===== src/rtl/vbsme_pkg.sv =====
// Shared definitions for the VBSME minimum-SAD search logic: default
// datapath widths, the all-ones SAD sentinel, scheduler states and the
// SAD/index candidate record.
package vbsme_pkg;

    localparam int SAD_W = 32;
    localparam int IDX_W = 32;

    localparam logic [SAD_W-1:0] SAD_MAX = '1;

    typedef enum logic [2:0] {
        ST_IDLE,
        ST_WAIT,
        ST_R1,
        ST_R2,
        ST_R3,
        ST_DONE
    } sad_sched_state_t;

    typedef struct packed {
        logic [SAD_W-1:0] sad;
        logic [IDX_W-1:0] index;
    } sad_cand_t;

endpackage


===== src/rtl/sad_pair_stage.sv =====
// Three independent 2-to-1 minimum selects on (sad, index) pairs.
// Slot a holds the earlier candidate, so b only wins when it is strictly
// smaller. A candidate with its valid bit clear never wins; the output
// valid tells the next reduction level whether anything real survived.
module sad_pair_stage
    import vbsme_pkg::*;
#(
    parameter int SAD_W = vbsme_pkg::SAD_W,
    parameter int IDX_W = vbsme_pkg::IDX_W
) (
    input  logic [2:0][SAD_W-1:0] a_sad,
    input  logic [2:0][IDX_W-1:0] a_index,
    input  logic [2:0]            a_valid,
    input  logic [2:0][SAD_W-1:0] b_sad,
    input  logic [2:0][IDX_W-1:0] b_index,
    input  logic [2:0]            b_valid,
    output logic [2:0][SAD_W-1:0] w_sad,
    output logic [2:0][IDX_W-1:0] w_index,
    output logic [2:0]            w_valid
);

    // Pick the winner of each pair, favouring slot a on equal SAD
    always_comb begin
        w_sad   = '0;
        w_index = '0;
        w_valid = '0;
        for (int i = 0; i < 3; i++) begin
            if (b_valid[i] && (!a_valid[i] || (b_sad[i] < a_sad[i]))) begin
                w_sad[i]   = b_sad[i];
                w_index[i] = b_index[i];
            end else begin
                w_sad[i]   = a_sad[i];
                w_index[i] = a_index[i];
            end
            w_valid[i] = a_valid[i] | b_valid[i];
        end
    end

endmodule


===== src/rtl/sad_min_scheduler.sv =====
// Minimum-SAD scheduler for one search window. Each six-lane beat is folded
// into a running best over three passes through one shared pair stage.
// Optional feature: define SAD_LANE_MASK_EN to add the per-lane in_mask
// input; masked lanes are excluded from every comparison.
module sad_min_scheduler
    import vbsme_pkg::*;
#(
    parameter int SAD_W  = vbsme_pkg::SAD_W,
    parameter int IDX_W  = vbsme_pkg::IDX_W,
    parameter int BEAT_W = 16
) (
    input  logic                 clk,
    input  logic                 rst_n,
    input  logic                 start,
    input  logic [BEAT_W-1:0]    cfg_beats,
    input  logic                 in_valid,
    output logic                 in_ready,
    input  logic [6*SAD_W-1:0]   in_sad,
    input  logic [6*IDX_W-1:0]   in_index,
`ifdef SAD_LANE_MASK_EN
    input  logic [5:0]           in_mask,
`endif
    output logic                 busy,
    output logic                 done,
    output logic [SAD_W-1:0]     best_sad,
    output logic [IDX_W-1:0]     best_index
);

    sad_sched_state_t state;
    sad_sched_state_t next_state;

    logic [BEAT_W-1:0]       remaining;
    logic [5:0][SAD_W-1:0]   lane_sad;
    logic [5:0][IDX_W-1:0]   lane_index;
    logic [5:0]              lane_valid;
    logic [2:0][SAD_W-1:0]   win_sad;
    logic [2:0][IDX_W-1:0]   win_index;
    logic [2:0]              win_valid;

    logic [2:0][SAD_W-1:0]   a_sad;
    logic [2:0][IDX_W-1:0]   a_index;
    logic [2:0]              a_valid;
    logic [2:0][SAD_W-1:0]   b_sad;
    logic [2:0][IDX_W-1:0]   b_index;
    logic [2:0]              b_valid;
    logic [2:0][SAD_W-1:0]   w_sad;
    logic [2:0][IDX_W-1:0]   w_index;
    logic [2:0]              w_valid;

    logic [5:0]              beat_lane_valid;

`ifdef SAD_LANE_MASK_EN
    assign beat_lane_valid = ~in_mask;
`else
    assign beat_lane_valid = '1;
`endif

    // State register
    always_ff @(posedge clk or negedge rst_n) begin
        if (!rst_n) begin
            state <= ST_IDLE;
        end else begin
            state <= next_state;
        end
    end

    // Next-state decode and handshake/status outputs
    always_comb begin
        next_state = state;
        in_ready   = 1'b0;
        busy       = 1'b1;
        done       = 1'b0;
        case (state)
            ST_IDLE: begin
                busy = 1'b0;
                if (start) begin
                    next_state = (cfg_beats == '0) ? ST_DONE : ST_WAIT;
                end
            end
            ST_WAIT: begin
                in_ready = 1'b1;
                if (in_valid) begin
                    next_state = ST_R1;
                end
            end
            ST_R1:   next_state = ST_R2;
            ST_R2:   next_state = ST_R3;
            ST_R3:   next_state = (remaining > BEAT_W'(1)) ? ST_WAIT : ST_DONE;
            ST_DONE: begin
                done       = 1'b1;
                next_state = ST_IDLE;
            end
            default: next_state = ST_IDLE;
        endcase
    end

    // Route operands into the shared stage for the current reduction pass
    always_comb begin
        a_sad   = '1;
        a_index = '0;
        a_valid = '0;
        b_sad   = '1;
        b_index = '0;
        b_valid = '0;
        case (state)
            ST_R1: begin
                for (int i = 0; i < 3; i++) begin
                    a_sad[i]   = lane_sad[2*i];
                    a_index[i] = lane_index[2*i];
                    a_valid[i] = lane_valid[2*i];
                    b_sad[i]   = lane_sad[2*i+1];
                    b_index[i] = lane_index[2*i+1];
                    b_valid[i] = lane_valid[2*i+1];
                end
            end
            ST_R2: begin
                a_sad[0]   = best_sad;
                a_index[0] = best_index;
                a_valid[0] = 1'b1;
                b_sad[0]   = win_sad[0];
                b_index[0] = win_index[0];
                b_valid[0] = win_valid[0];
                a_sad[1]   = win_sad[1];
                a_index[1] = win_index[1];
                a_valid[1] = win_valid[1];
                b_sad[1]   = win_sad[2];
                b_index[1] = win_index[2];
                b_valid[1] = win_valid[2];
            end
            ST_R3: begin
                a_sad[0]   = win_sad[0];
                a_index[0] = win_index[0];
                a_valid[0] = win_valid[0];
                b_sad[0]   = win_sad[1];
                b_index[0] = win_index[1];
                b_valid[0] = win_valid[1];
            end
            default: ;
        endcase
    end

    sad_pair_stage #(
        .SAD_W (SAD_W),
        .IDX_W (IDX_W)
    ) u_pair_stage (
        .a_sad   (a_sad),
        .a_index (a_index),
        .a_valid (a_valid),
        .b_sad   (b_sad),
        .b_index (b_index),
        .b_valid (b_valid),
        .w_sad   (w_sad),
        .w_index (w_index),
        .w_valid (w_valid)
    );

    // Beat capture, intermediate winners, running best and beat counter
    always_ff @(posedge clk or negedge rst_n) begin
        if (!rst_n) begin
            remaining  <= '0;
            lane_sad   <= '0;
            lane_index <= '0;
            lane_valid <= '0;
            win_sad    <= '0;
            win_index  <= '0;
            win_valid  <= '0;
            best_sad   <= '0;
            best_index <= '0;
        end else begin
            case (state)
                ST_IDLE: begin
                    if (start) begin
                        remaining  <= cfg_beats;
                        best_sad   <= '1;
                        best_index <= '0;
                    end
                end
                ST_WAIT: begin
                    if (in_valid) begin
                        lane_sad   <= in_sad;
                        lane_index <= in_index;
                        lane_valid <= beat_lane_valid;
                    end
                end
                ST_R1, ST_R2: begin
                    win_sad   <= w_sad;
                    win_index <= w_index;
                    win_valid <= w_valid;
                end
                ST_R3: begin
                    best_sad   <= w_sad[0];
                    best_index <= w_index[0];
                    if (remaining != '0) begin
                        remaining <= remaining - BEAT_W'(1);
                    end
                end
                default: ;
            endcase
        end
    end

endmodule


===== config.mk =====
export PLATFORM = sky130hd
export DESIGN_NAME = sad_min_scheduler
export DESIGN_NICKNAME = d
export VERILOG_FILES = /design/src/rtl/vbsme_pkg.sv /design/src/rtl/sad_pair_stage.sv /design/src/rtl/sad_min_scheduler.sv
export SDC_FILE = /design/constraint.sdc
export NUM_CORES = 1
export LEC_CHECK = 0
export ABC_AREA = 1
export CORE_ASPECT_RATIO = 0.6
export CORE_MARGIN = 3
export CORE_UTILIZATION = 25
export DETAILED_ROUTE_END_ITERATION = 8
export GPL_ROUTABILITY_DRIVEN = 0
export PLACE_DENSITY = 0.41
export SETUP_SLACK_MARGIN = 0.15
export SYNTH_ARGS = -nofsm -noshare
export SYNTH_HDL_FRONTEND = slang
export SYNTH_SLANG_ARGS = --single-unit

===== constraint.sdc =====
create_clock -name clk -period 4.3 [get_ports clk]
set_input_delay 0.43 -clock clk [delete_from_list [all_inputs] [get_ports clk]]
set_output_delay 0.43 -clock clk [all_outputs]
set_load 0.01 [all_outputs]

==> metrics.md, run 1 <==
| Metric | Value |
|---|---|
| Status | finished clean |
| WL per Instance | 22.0 um |
| DRT antenna net count | 0 |
| Power Density | 813 mW/mm2 |
| Initial DRT Pass Iterations | 6 |
| RR Endpoint | win_index[42] |
| Fin util | 0.332 |
| CTS clk-pin slew, worst paths | 0.07 ns |
| Worst EP required | 4.85 ns |
| Worst hold start | in_index[54] |
| First-pass GRT wire length | 191,000 um |
| CP dominant cell by count | nand2_1 |
| Asr flop ratio synth | 1.00 |
| TNS Setup | 0 ns |
| Synth cell types | 45 |
| Placed Cells | 5,745 |
| Worst Setup Slack, final | 0.381 ns |
| Worst Hold Depth | 3 |
| Vias after detailed routing | 27,900 |
| Type of the most critical hold path | in2reg |
| Worst setup slack after placement | 0.0383 ns |
| GRT Total Usage | 0.185 |
| Die Width | 477 um |
| Site Rows | 102 |
| FF-to-FF setup slack | 0.38 ns |
| Post-Syn Area per Cell | 9.14 um2 |
| Startpoint Class | register |
| Core Box Area | 0.130 mm2 |
| Endpoint class of the critical path | register |
| Routed WL | 130,000 um |
| Adder-Cell Fraction of Synth Area | 0.0358 |
| Remaining routing DRC violations | 0 |
| Area delta synth->final | 30.3% |
| Initial antenna violation count | 19 |
| CP peak stage delay | 0.46 ns |
| Io pins | 471 |
| Final HPWL DP | 92,600 um |
| Synth Area in Simple Gates | 0.172 |
| Post-synth top flop | dfrtp_1 |
| Synth Net Count | 4,134 |
| Most frequent cells in the layout | dfrtp_1, nand2_1, clkdlybuf4s50_1 |
| Max_slew headroom | 0.259 |
| Fin. Hold Viols | 0 |
| Vias in the first global route | 27,800 |
| Synth Area in Compound Gates | 0.110 |
| Nets | 4,557 |
| GRT Residual Overflow | 0 |
| Post-synthesis xor/xnor area fraction | 0 |
| RSZ-0062 raised after global routing | yes |
| Largest family of logic cells by synthesized area | simple AND/OR/NAND/NOR gates |
| CP bufs+invs | 8 |
| CTS tree | yes |
| Layout cells sized above 1 | 0.150 |
| CP delay by family, top | buffers and inverters |
| Synth Instances | 3,635 |
| Warnings from Yosys | 0 |
| Fin crit share | 0.911 |
| Peak Freq | 255 MHz |
| Initial DRC count | 2,184 |
| Crit-path cells | inv_4 > nand2_4 > inv_6 > nand2_4 > buf_12 > buf_12 > o22ai_1 > ha_1 > nand2_1 > inv_1 > nand3_1 > a31oi_1 > a2111oi_1 > buf_4 > nand2_1 > nand2_1 > nand2_1 > o21ai_4 > buf_4 > buf_12 > nand3_1 > nand2_1 > nand2_1 |
| Max clock buf depth | 3 |
| Port Buf Inserts | 470 |
| VDD IR-drop max | 0.000726 V |
| Max-cap violations | 0 |
| Post-synth EDFFs | 0 |
| Root Driver | clkbuf_16 |
| Synthesized area | 0.0332 mm2 |
| CTS H-Tree Depth | 3 |
| Initial Util | 0.255 |
| Routed vias/inst | 4.74 |
| Fraction of synthesized area in multiplexers | 0.114 |
| Most common cell after layout, fill and taps aside | dfrtp_1 |
| RR Startpoint | state[2] |
| Worst-skew pair later-pin latency | 0.68 ns |
| Largest net degree at the start of global routing | 194 |
| Crit path max fanout | 39 |
| Die Span Y | 288 um |
| WHS Endpoint | lane_index[54] |
| Worst endpoint data arrival time | 4.47 ns |
| Clock Sinks | 663 |
| Register area share after synthesis | 0.499 |
| Worst Skew | 0.0390 ns |
| Worst-margin pin slew | 1.11 ns |
| Fin crit period | 3.92 ns |
| CP max stage cell | dfrtp_2 |
| Setup Viol. Count Final | 0 |
| CTS Buf Count | 75 |
| Die footprint | 0.137 mm2 |
| Worst hold margin | 0.316 ns |
| Post-synthesis register bit count | 663 |
| Critical path class | reg2reg |
| Non-Filler Instances | 5,891 |
| Max Slew Vio Count | 0 |
| Cells on worst reg2reg path | 23 |
| Leakage | 19.2 nW |
==> through the flow <==
stage	instance area (um2)	total power [mW]
floorplan	33200	21.4
global placement	40600	28.3
detailed placement	40600	28.4
CTS	43200	35.5
global route	43300	38.0
finish	43300	35.2
==> tightest hold or removal path: cells and delay by family <==
kind	cells	cell delay (ns)
buf+inv	1	0.39
compound gates	1	0.04
simple gates	1	0.09
==> kinds of logic after synthesis <==
kind of cell	count (synthesis)
simple gates	1343
mux	336
compound gates	610
fa+ha+maj	95
buf+inv	588
flops	663
==> state kept, by name, indices dropped and copies added (netlist names) <==
name        flops
best_sad       32
win_sad        96
best_index     32
state           3
win_valid       3
lane_sad      192
remaining      16
win_index      96
lane_valid      1
lane_index    192
==> layout make-up <==
cell class	instances	area [um2]
repair buffers	594	6070
diodes	10	25.0
clock buffers	106	2170
multi-input cells	2384	14500
flip-flops and latches	663	16600
well taps	1768	2210
inverters	340	1300
fillers	13600	87100
clock inverters	26	404
==> synthesized netlist by cell type, types with 6 or more instances <==
master	count	area (um2)
inv_1	336	1260
o22ai_1	111	694
clkbuf_1	178	668
nor2_1	238	893
o22a_1	10	87.6
mux2_2	335	3770
buf_2	27	135
nand2_1	593	2230
o21ai_0	105	526
buf_4	14	105
ha_1	95	1190
a22oi_1	33	248
a22o_1	32	280
nand3_1	438	2190
buf_1	28	105
nand4_1	12	75.1
a221oi_1	31	272
nor3_1	49	245
a211oi_1	6	45.0
a21oi_1	164	821
o211ai_1	6	45.0
dfrtp_1	663	16600
o21ai_1	93	465
==> worst max path at each step <==
stage	from	end	slack, ns	cells past startpoint
after floorplan	state[1]	win_sad[52]	0.87	23
after global placement	state[2]	win_index[34]	0.09	20
after detailed placement	state[2]	win_index[34]	0.04	20
after CTS	state[2]	win_index[34]	0.16	21
after global routing	state[2]	win_index[42]	0.11	23
final	state[2]	win_index[42]	0.38	23
==> power breakdown <==
group | leakage (nW) | internal [mW] | switching [mW] | total (mW)
Combinational | 10.1 | 6.84 | 9.76 | 16.6
Clock | 1.27 | 3.98 | 2.89 | 6.87
Sequential | 7.81 | 9.34 | 2.37 | 11.7
Total | 19.2 | 20.2 | 15.0 | 35.2
==> layer usage <==
| layer | up-vias | routed length, um | track usage |
|---|---|---|---|
| met5 | - | 55 | 0 |
| met4 | 8 | 2650 | 0.0406 |
| met3 | 153 | 8070 | 0.0402 |
| met2 | 771 | 55900 | 0.276 |
| met1 | 13700 | 62900 | 0.273 |
| li1 | 13300 | - | - |
==> timing repair <==
item	CTS	global route
hold endpoints to repair	76	0
pin swaps	1	0
hold buffers	1	0
buffers inserted	3	0
endpoints found under the setup margin	4	185
gates resized for setup	3	18
Power figures use the tool's default switching activity.
==> run 2: changes to the inputs <==
- CAP_MARGIN: not set -> 15
==> results of run 2 <==
Same layout as run 1: the final DEF is identical, and so are final timing and power.
